**config.mk**
```make
export PLATFORM = sky130hd
export DESIGN_NAME = centroid_accumulating_flat
export DESIGN_NICKNAME = d
export VERILOG_FILES = /design/src/rtl/centroid_accumulating_pkg.sv /design/src/rtl/centroid_accumulating_if.sv /design/src/rtl/centroid_accumulating_accum_lane_add.sv /design/src/rtl/centroid_accumulating.sv /design/src/flat_wrapper.sv
export SDC_FILE = /design/constraint.sdc
export NUM_CORES = 2
export LEC_CHECK = 0
export CAP_MARGIN = 40
export CORE_ASPECT_RATIO = 0.9
export CORE_MARGIN = 5
export CORE_UTILIZATION = 51
export DETAILED_ROUTE_END_ITERATION = 7
export PLACE_DENSITY_LB_ADDON = 0.05
export SETUP_SLACK_MARGIN = 0.5
export SLEW_MARGIN = 20
export SYNTH_ARGS = -nofsm -noshare
export SYNTH_HDL_FRONTEND = slang
export SYNTH_SLANG_ARGS = --single-unit
```
**constraint.sdc**
```tcl
create_clock -name clk -period 147 [get_ports clk]
set_input_delay 44.1 -clock clk [delete_from_list [all_inputs] [get_ports clk]]
set_output_delay 44.1 -clock clk [all_outputs]
set_load 0.02 [all_outputs]
```
**src/rtl/centroid_accumulating_pkg.sv**
```systemverilog
// centroid_accumulating_pkg: widths, FSM states and accumulator-entry types for the centroid accumulator.
package centroid_accumulating_pkg;
  localparam int centroid_num = 8;
  localparam int coord_num = 7;
  localparam int cordinate_width = 13;
  localparam int accum_cord_width = 22;
  localparam int count_width = 10;
  localparam int idx_width = 3;
  typedef enum logic [1:0] {IDLE, ACCUM, DRAIN, DONE} state_t;
  typedef logic [coord_num-1:0][accum_cord_width-1:0] acc_vec_t;
  typedef struct packed {
    acc_vec_t sum;
    logic [count_width-1:0] count;
  } entry_t;
endpackage

```
**src/rtl/centroid_accumulating_if.sv**
```systemverilog
// centroid_accumulating_if: point input stream, result output stream and pass control.
interface centroid_accumulating_if;
  import centroid_accumulating_pkg::*;
  logic start;
  logic point_valid;
  logic point_ready;
  logic [coord_num*cordinate_width-1:0] point_data;
  logic [idx_width-1:0] point_centroid;
  logic last_point;
  logic out_valid;
  logic out_ready;
  logic [idx_width-1:0] out_centroid;
  logic [coord_num*accum_cord_width-1:0] out_accumulator;
  logic [count_width-1:0] out_counter;
  logic done;
  logic overflow;
  modport master (
    output start, point_valid, point_data, point_centroid, last_point, out_ready,
    input point_ready, out_valid, out_centroid, out_accumulator, out_counter, done, overflow
  );
  modport slave (
    input start, point_valid, point_data, point_centroid, last_point, out_ready,
    output point_ready, out_valid, out_centroid, out_accumulator, out_counter, done, overflow
  );
endinterface

```
**src/rtl/centroid_accumulating_accum_lane_add.sv**
```systemverilog
// accum_lane_add: one coordinate lane, sign-extend and add; saturates when ACCUM_SAT_EN is defined.
module accum_lane_add
  import centroid_accumulating_pkg::*;
(
  input  logic [cordinate_width-1:0]  coord,
  input  logic [accum_cord_width-1:0] acc,
  output logic [accum_cord_width-1:0] sum,
  output logic                        ovf
);
`ifdef ACCUM_SAT_EN
  logic [accum_cord_width:0] wide;
  assign wide = {acc[accum_cord_width-1], acc}
              + {{(accum_cord_width+1-cordinate_width){coord[cordinate_width-1]}}, coord};
  // top two bits disagree exactly when the signed result left the range
  assign ovf = wide[accum_cord_width] ^ wide[accum_cord_width-1];
  assign sum = ovf ? {wide[accum_cord_width], {(accum_cord_width-1){~wide[accum_cord_width]}}}
                   : wide[accum_cord_width-1:0];
`else
  assign sum = acc + {{(accum_cord_width-cordinate_width){coord[cordinate_width-1]}}, coord};
  assign ovf = 1'b0;
`endif
endmodule

```
**src/rtl/centroid_accumulating.sv**
```systemverilog
// centroid_accumulating: per-centroid sum/count accumulation over a k-means pass, then in-order drain to the divider.
// Define ACCUM_SAT_EN for saturating per-coordinate sums; default build wraps modulo 2^accum_cord_width.
module centroid_accumulating
  import centroid_accumulating_pkg::*;
(
  input logic clk,
  input logic rst,
  centroid_accumulating_if.slave bus
);
  state_t state, state_n;
  entry_t bank [centroid_num];
  entry_t sel, upd, out_q;
  logic [idx_width-1:0] idx, idx_nxt;
  acc_vec_t lane_sum;
  logic [coord_num-1:0] lane_ovf;
  logic take, idx_bad, cnt_full, add_en, drain_go, out_take, last_out, ovf_q;
  assign take = bus.point_valid && state == ACCUM;
  assign idx_bad = int'(bus.point_centroid) >= centroid_num;
  // bank is read straight from the registers, so a point every cycle to one entry sees the prior update
  assign sel = idx_bad ? '0 : bank[bus.point_centroid];
  assign cnt_full = &sel.count;
  assign add_en = take && !idx_bad && !cnt_full;
  assign upd = '{sum: lane_sum, count: sel.count + count_width'(1)};
  assign drain_go = take && bus.last_point;
  assign out_take = state == DRAIN && bus.out_ready;
  assign last_out = idx == idx_width'(centroid_num - 1);
  assign idx_nxt = idx + idx_width'(1);
  for (genvar k = 0; k < coord_num; k++) begin : g_lane
    accum_lane_add u_lane (
      .coord(bus.point_data[k*cordinate_width +: cordinate_width]),
      .acc  (sel.sum[k]),
      .sum  (lane_sum[k]),
      .ovf  (lane_ovf[k])
    );
  end
  always_ff @(posedge clk or posedge rst) begin
    if (rst) state <= IDLE;
    else state <= state_n;
  end
  always_comb begin
    state_n = state;
    if (state == IDLE && bus.start) state_n = ACCUM;
    if (drain_go) state_n = DRAIN;
    if (out_take && last_out) state_n = DONE;
    if (state == DONE) state_n = IDLE;
  end
  always_ff @(posedge clk or posedge rst) begin
    if (rst) begin
      for (int i = 0; i < centroid_num; i++) bank[i] <= '0;
      idx <= '0;
      out_q <= '0;
      ovf_q <= 1'b0;
    end else begin
      if (state == IDLE && bus.start) begin
        for (int i = 0; i < centroid_num; i++) bank[i] <= '0;
        ovf_q <= 1'b0;
      end
      if (add_en) bank[bus.point_centroid] <= upd;
      if (take && (idx_bad || cnt_full || (add_en && |lane_ovf))) ovf_q <= 1'b1;
      // entry 0 may be updated by the closing point itself, so forward that value
      if (drain_go) begin
        idx <= '0;
        out_q <= (add_en && bus.point_centroid == '0) ? upd : bank[0];
      end
      if (out_take) begin
        idx <= idx_nxt;
        out_q <= last_out ? '0 : bank[idx_nxt];
      end
    end
  end
  assign bus.point_ready = state == ACCUM;
  assign bus.out_valid = state == DRAIN;
  assign bus.done = state == DONE;
  assign bus.overflow = ovf_q;
  assign bus.out_centroid = idx;
  assign bus.out_accumulator = out_q.sum;
  assign bus.out_counter = out_q.count;
endmodule

```
**src/flat_wrapper.sv**
```systemverilog
// flat-port wrapper written by rule: the top's interface ports become plain ports
module centroid_accumulating_flat import centroid_accumulating_pkg::*;
  (clk, rst, bus_start, bus_point_valid, bus_point_data, bus_point_centroid, bus_last_point, bus_out_ready, bus_point_ready, bus_out_valid, bus_out_centroid, bus_out_accumulator, bus_out_counter, bus_done, bus_overflow);
  centroid_accumulating_if bus_i ();
  input logic clk;
  input logic rst;
  input wire logic [$bits(bus_i.start)-1:0] bus_start;
  input wire logic [$bits(bus_i.point_valid)-1:0] bus_point_valid;
  input wire logic [$bits(bus_i.point_data)-1:0] bus_point_data;
  input wire logic [$bits(bus_i.point_centroid)-1:0] bus_point_centroid;
  input wire logic [$bits(bus_i.last_point)-1:0] bus_last_point;
  input wire logic [$bits(bus_i.out_ready)-1:0] bus_out_ready;
  output wire logic [$bits(bus_i.point_ready)-1:0] bus_point_ready;
  output wire logic [$bits(bus_i.out_valid)-1:0] bus_out_valid;
  output wire logic [$bits(bus_i.out_centroid)-1:0] bus_out_centroid;
  output wire logic [$bits(bus_i.out_accumulator)-1:0] bus_out_accumulator;
  output wire logic [$bits(bus_i.out_counter)-1:0] bus_out_counter;
  output wire logic [$bits(bus_i.done)-1:0] bus_done;
  output wire logic [$bits(bus_i.overflow)-1:0] bus_overflow;
  assign bus_i.start = bus_start;
  assign bus_i.point_valid = bus_point_valid;
  assign bus_i.point_data = bus_point_data;
  assign bus_i.point_centroid = bus_point_centroid;
  assign bus_i.last_point = bus_last_point;
  assign bus_i.out_ready = bus_out_ready;
  assign bus_point_ready = bus_i.point_ready;
  assign bus_out_valid = bus_i.out_valid;
  assign bus_out_centroid = bus_i.out_centroid;
  assign bus_out_accumulator = bus_i.out_accumulator;
  assign bus_out_counter = bus_i.out_counter;
  assign bus_done = bus_i.done;
  assign bus_overflow = bus_i.overflow;
  centroid_accumulating u_core (.clk(clk), .rst(rst), .bus(bus_i));
endmodule
```
# Yosys cells after proc, flatten, opt, wreduce, memory -nomap -nowiden
# Index checks and enable logic that the tools add are counted.
classes:
  n_addsub: 9
  order_cmp: 3
  eq_ne: 4
  mux: 23
  bitwise: 2
  reduce_logical: 16
ops:
  columns: ["operator", "n"]
  rows:
  - ["2-to-1 mux 1312 bit", 2]
  - ["2-to-1 mux 164 bit", 9]
  - ["bitwise mux 1312 bit", 1]
  - ["binary-select mux 164 bit (select 3 bit)", 2]
  - ["demux 164 bit (select 3 bit)", 1]
  - ["adder 22 bit", 7]
  - ["adder 10 x 1 -> 10 bit (second input constant)", 1]
  - ["AND reduction 10 bit", 1]
  - ["logical AND 1 bit", 9]
  - ["greater-or-equal comparator 4 bit (second input constant)", 2]
  - ["2-to-1 mux 2 bit", 4]
  - ["inverter 3 -> 4 bit", 2]
  - ["2-to-1 mux 3 bit", 2]
  - ["equality test 2 bit (second input constant)", 2]
  - ["< comparator 4 x 1 -> 1 bit (second input constant)", 1]
  - ["nonzero test 2 bit", 2]
  - ["nonzero test 4 bit", 1]
  - ["adder 3 x 1 -> 3 bit (second input constant)", 1]
  - ["equality test 3 bit (second input constant)", 1]
  - ["zero test 3 bit", 1]
  - ["equality test 2 x 1 -> 1 bit (second input constant)", 1]
  - ["zero test 2 bit", 1]
  - ["2-to-1 mux 1 bit", 2]
  - ["zero test 1 bit", 1]
totals:
  reg_bits: 1482
  in_bits: 100
  output_inout_bits: 171
  word_cells: 132

# Logic depth before layout (Yosys ltp)
logic_depth:
  depth_word: 11
  ltp_mapped: 22
  ltp_nobuf: 15

# By module
# A second synthesis with hierarchy kept.
unflattened:
  cells_unflattened: 8835
  hier_area_um2: 83485.1
modules_own_cells:
  columns: ["mod", "instances", "cells_per_inst", "area_each_um2", "seq_area_each_um2"]
  rows:
  - ["centroid_accumulating", 1, 7828, 76135.5, 37085.6]
  - ["accum_lane_add (u_core.g_lane[0].u_lane ...)", 5, 137, 1009.7, 0.0]
  - ["accum_lane_add (u_core.g_lane[6].u_lane)", 1, 169, 1169.9, 0.0]
  - ["accum_lane_add (u_core.g_lane[5].u_lane)", 1, 153, 1131.1, 0.0]

# Worst setup path after synthesis
# No wires, ideal clock.
synth_timing:
  path_kind: "in2reg"
  startpoint: "input bus_point_centroid[0]"
  endpoint: "register u_core.bank[1034] in the netlist's numbering"
  setup_ns: 0.139
  arrival_ns: 48.521
  slack_ns: 98.340
  stages: 20
  path_buffers: 7
  path_cell_list: "buf_6 buf_6 buf_6 buf_2 nor3b_1 clkbuf_1 clkbuf_1 clkbuf_1 a22oi_1 nand4_1 ha_1 nor2b_1 o31a_1 o31a_1 o41ai_1 a21oi_1 or3_1 a31oi_1 xor2_1 o21ai_0"
synth_via:
  elab_chain_len: 8
  elab_cells_between_ends: 15
  classes_between: "1 x add/sub; 2 x order compare; 7 x mux; 1 x bitwise; 4 x reduce/logical"
synth_rtl:
  columns: ["element", "line", "rtl"]
  rows:
  - ["start: declaration", "flat_wrapper.sv:10", "input wire logic [$bits(bus_i.point_centroid)-1:0] bus_point_centroid;"]
  - ["inverter 3 -> 4 bit (not written as such) (*)", "centroid_accumulating.sv:20, centroid_accumulating.sv:58", null]
  - ["parallel branches: the longest is 6 deep, another holds adder 22 bit", null, null]
  - ["2-to-1 mux 1312 bit (*)", "centroid_accumulating.sv:58", "if (add_en) bank[bus.point_centroid] <= upd;"]
  - ["end signal: indexed assignment", "centroid_accumulating.sv:58", null]
  - ["end: declaration", "centroid_accumulating.sv:11", "entry_t bank [centroid_num];"]
# Every way passes the cells marked *. The select of a mux whose other input is x is not followed.
# A chain may end at the register's enable or synchronous reset.

# Final worst setup path
layout_timing:
  startpoint: "input bus_point_centroid[2]"
  endpoint: "register u_core.bank[1262] in the netlist's numbering"
# The elaborated chain is that of the path after synthesis.

==> flow_metrics.tcl <==
set metrics [dict create \
    status "completed" \
    whs_ns 0.482 \
    drc 0 \
    crit_path_max_fanout 39 \
    ctsResizeCount 0 \
    avgSynthCellArea_um2 9.99 \
    clk_transition_reported_paths_ns 0.06 \
    synth_top_cell_by_area "dfrtp_1" \
    design_area_um2 90000 \
    ctsHtreeMaxLevel 4 \
    path_class "input port to register" \
    final-max-slew-violation-count 0 \
    ys_top_cells_by_area "dfrtp_1 (47%), mux4_2 (9.8%), nand3_1 (7.5%), o21ai_0 (7.0%), a22oi_1 (5.8%)" \
    syn_inst 7947 \
    ios 271 \
    yosys.area_share.adder 0.0254 \
    synth-compound-area-share 0.181 \
    wirelength_um 279000 \
    row_count 137 \
    hold_violations 0 \
    fin_crit_sh 0.344 \
    syn_nets 8204 \
    grt_max_degree 224 \
    die_w_um 426 \
    grt-ovfl-total 0 \
    clk_latency_ns 0.81 \
    async_flop_share 1.00 \
    die_height_um 384 \
    synth_top_flop_cell "dfrtp_1" \
    vias 68000 \
    fin_ws_ns 96.49 \
    finalNonFillerCells 10000 \
    cp.required_ns 147.70 \
    cts_tree "built" \
    port_buffers 270 \
    skew_ns 0.0263 \
    post_synth_xor_area_fraction 0.0146 \
    place_ws_ns 95.79 \
    area_growth_pct 13.4 \
    synth-simple-area-share 0.149 \
    hold_class "register to register" \
    fin_setup_tns_ns 0 \
    synthesis.area_um2 79400 \
    postPlaceCellArea_um2 84000 \
    tightest_slew_ns 1.13 \
    grt_pass1_vias 66500 \
    grt_setup_unrepaired "false" \
    post_drt_wl_per_cell_um 27.8 \
    final_core_util 0.581 \
    max_freq_ghz 0.0198 \
    cellPowerDensity_nw_per_um2 19.2 \
    yosysWarnings 0 \
    ctsHoldBuffers 0 \
    cts_num_sinks 1482 \
    vias_per_cell 6.79 \
    dp_hpwl_um 155000 \
    cts_root_buf "clkbuf_16" \
    synth-edff-count 0 \
    grt_antenna_before_repair 3 \
    drive_gt1_frac 0.107 \
    peakVddDrop_uv 17.7 \
    synth.mux.area_fraction 0.123 \
    core_area_um2 155000 \
    leakage_nw 38.1 \
    cts_buffer_depth 3 \
    nFillCells 13300 \
    dp_cells 9716 \
    postCtsSetupRepairBufs 0 \
    max_cap_violations 0 \
    die_area_um2 164000 \
    maxSlewHeadroom 0.245 \
    synth_seq_cells 1482 \
    ant_nets 0 \
    grt_pass1_wl_um 424000 \
    endpoint_kind "register" \
    first_pass_iters 6 \
    synth_top_family_by_area "compound AO/OA/AOI/OAI gates" \
    grtUsageTotal 0.335 \
    synth_top_cell_area_share 0.467 \
    gp_congestion 0.850 \
    drtIter0Drc 7965 \
    synth-seq-area-share 0.467 \
    synth_cell_type_count 71 \
    power_mw 1.72 \
    critPathLaunchType "input port" \
    layout.nets 8070 \
    setup_viol 0 \
    initial_core_util 0.512 \
    cp_data_arrival_time_ns 51.21 \
    fin_crit_ns 50.51 \
    numCtsBuffers 160 \
]
[power breakdown]
part | total (mW) | switching (mW) | internal, mW
logic | 0.658 | 0.390 | 0.268
registers | 0.635 | 0.107 | 0.527
clock network | 0.432 | 0.175 | 0.257
total | 1.72 | 0.672 | 1.05
[synthesized netlist by cell type, drive strengths merged, types with 33 or more instances]
| cell type | n |
|---|---|
| dfrtp | 1482 |
| nand3 | 1197 |
| o21ai | 1111 |
| nand2 | 646 |
| a22oi | 616 |
| clkbuf | 598 |
| mux4 | 344 |
| nor2 | 295 |
| a21oi | 210 |
| mux2i | 200 |
| nand4 | 163 |
| buf | 153 |
| ha | 150 |
| o221ai | 102 |
| xor2 | 71 |
| a21o | 67 |
| xnor2 | 61 |
| inv | 53 |
| and2 | 37 |
| o21a | 33 |
[layer usage]
layer,global-route usage,vias to the layer above,share of wire
met3,0.0589,646,0.084
li1,-,29600,-
met2,0.527,3452,0.46
met5,0,-,0.000047
met4,0.133,2,0.042
met1,0.466,34400,0.41
[cell usage in the layout, fill, tap and decap left out, types with 10 or more instances in the layout]
| cell type | instances |
|---|---|
| dfrtp_1 | 1481 |
| nand3_1 | 1197 |
| o21ai_0 | 1109 |
| nand2_1 | 643 |
| a22oi_1 | 616 |
| mux4_2 | 344 |
| nor2_1 | 287 |
| clkdlybuf4s50_1 | 269 |
| a21oi_1 | 210 |
| mux2i_1 | 200 |
| clkbuf_16 | 167 |
| nand4_1 | 163 |
| ha_1 | 148 |
| buf_4 | 111 |
| o221ai_1 | 102 |
| xor2_1 | 71 |
| a21o_1 | 67 |
| xnor2_1 | 61 |
| inv_1 | 52 |
| clkbuf_8 | 43 |
| buf_16 | 36 |
| and2_1 | 35 |
| o21a_1 | 33 |
| clkbuf_1 | 31 |
| a31oi_1 | 30 |
| buf_12 | 30 |
| o211ai_1 | 27 |
| nor3_1 | 26 |
| clkinv_2 | 26 |
| nor2b_1 | 22 |
| a221o_1 | 21 |
| nand2b_1 | 19 |
| o21bai_1 | 16 |
| bufinv_16 | 16 |
| and3_1 | 15 |
| or3_1 | 13 |
| o31ai_1 | 10 |
[cell type report]
class | instances | area [um2] | share of cell area
clock buffer | 241 | 4890 | 0.0543
multi-input combinational | 5660 | 39400 | 0.437
inverter | 54 | 210 | 0.00233
antenna | 1 | 2.50 | 0.0000278
timing repair buffer | 455 | 5190 | 0.0577
sequential | 1482 | 37100 | 0.412
clock inverter | 51 | 686 | 0.00762
tap | 2085 | 2610 | 0.0290
[worst max-delay path, cell delays in order]
cell and delay [ns]:
clkdlybuf4s50_1 0.40, buf_4 0.28, and3b_4 0.89, buf_4 0.66
buf_4 0.78, buf_4 0.58, a22oi_1 0.13, nand4_1 0.22
ha_1 0.31, inv_1 0.09, fa_1 0.42, nand2b_1 0.20
a2111oi_0 0.54, or4_1 0.25, and3_1 0.19, or2_2 0.14
a21oi_1 0.09, xor2_1 0.46, o21ai_0 0.18, and2_1 0.21
[path summary, 6_finish.rpt]
| kind | slack, ns | start | end | cells after the start |
|---|---|---|---|---|
| worst max-delay path | 96.49 | bus_point_centroid[2] | u_core.bank[1262]$_DFF_PP0_ | 20 |
| worst min-delay path | 0.48 | u_core.bus.out_accumulator[10]$_DFFE_PP0P_ | u_core.bus.out_accumulator[10]$_DFFE_PP0P_ | 2 |
| worst max register to register | 141.78 | u_core.bank[1148]$_DFF_PP0_ | u_core.bus.out_accumulator[76]$_DFFE_PP0P_ | 13 |
| worst min register to register | 0.48 | u_core.bus.out_accumulator[10]$_DFFE_PP0P_ | u_core.bus.out_accumulator[10]$_DFFE_PP0P_ | 2 |
| max in group asynchronous | 98.91 | rst | u_core.bank[960]$_DFF_PP0_ | 12 |
| min in group asynchronous | 43.83 | rst | u_core.bus.out_accumulator[6]$_DFFE_PP0P_ | 2 |
[cell families (layout without fill, tap and decap cells)]
kind of cell | count (synthesis) | in the layout
other | 0 | 1
AOI/OAI and AO/OA | 2323 | 2323
buffers and inverters | 805 | 801
DFF | 1482 | 1482
adders and majority gates | 157 | 157
and+or+nand+nor | 2503 | 2503
xor gates and xnor gates | 132 | 132
muxes | 545 | 545
[registers in the layout (all words and copies together), names as in the netlist]
name	cells
u_core.bank	1312
u_core.bus.out_accumulator	154
u_core.bus.out_centroid	3
u_core.bus.out_counter	10
u_core.bus.overflow	1
u_core.state	2
Note: power is estimated with default switching activity, not from simulation.
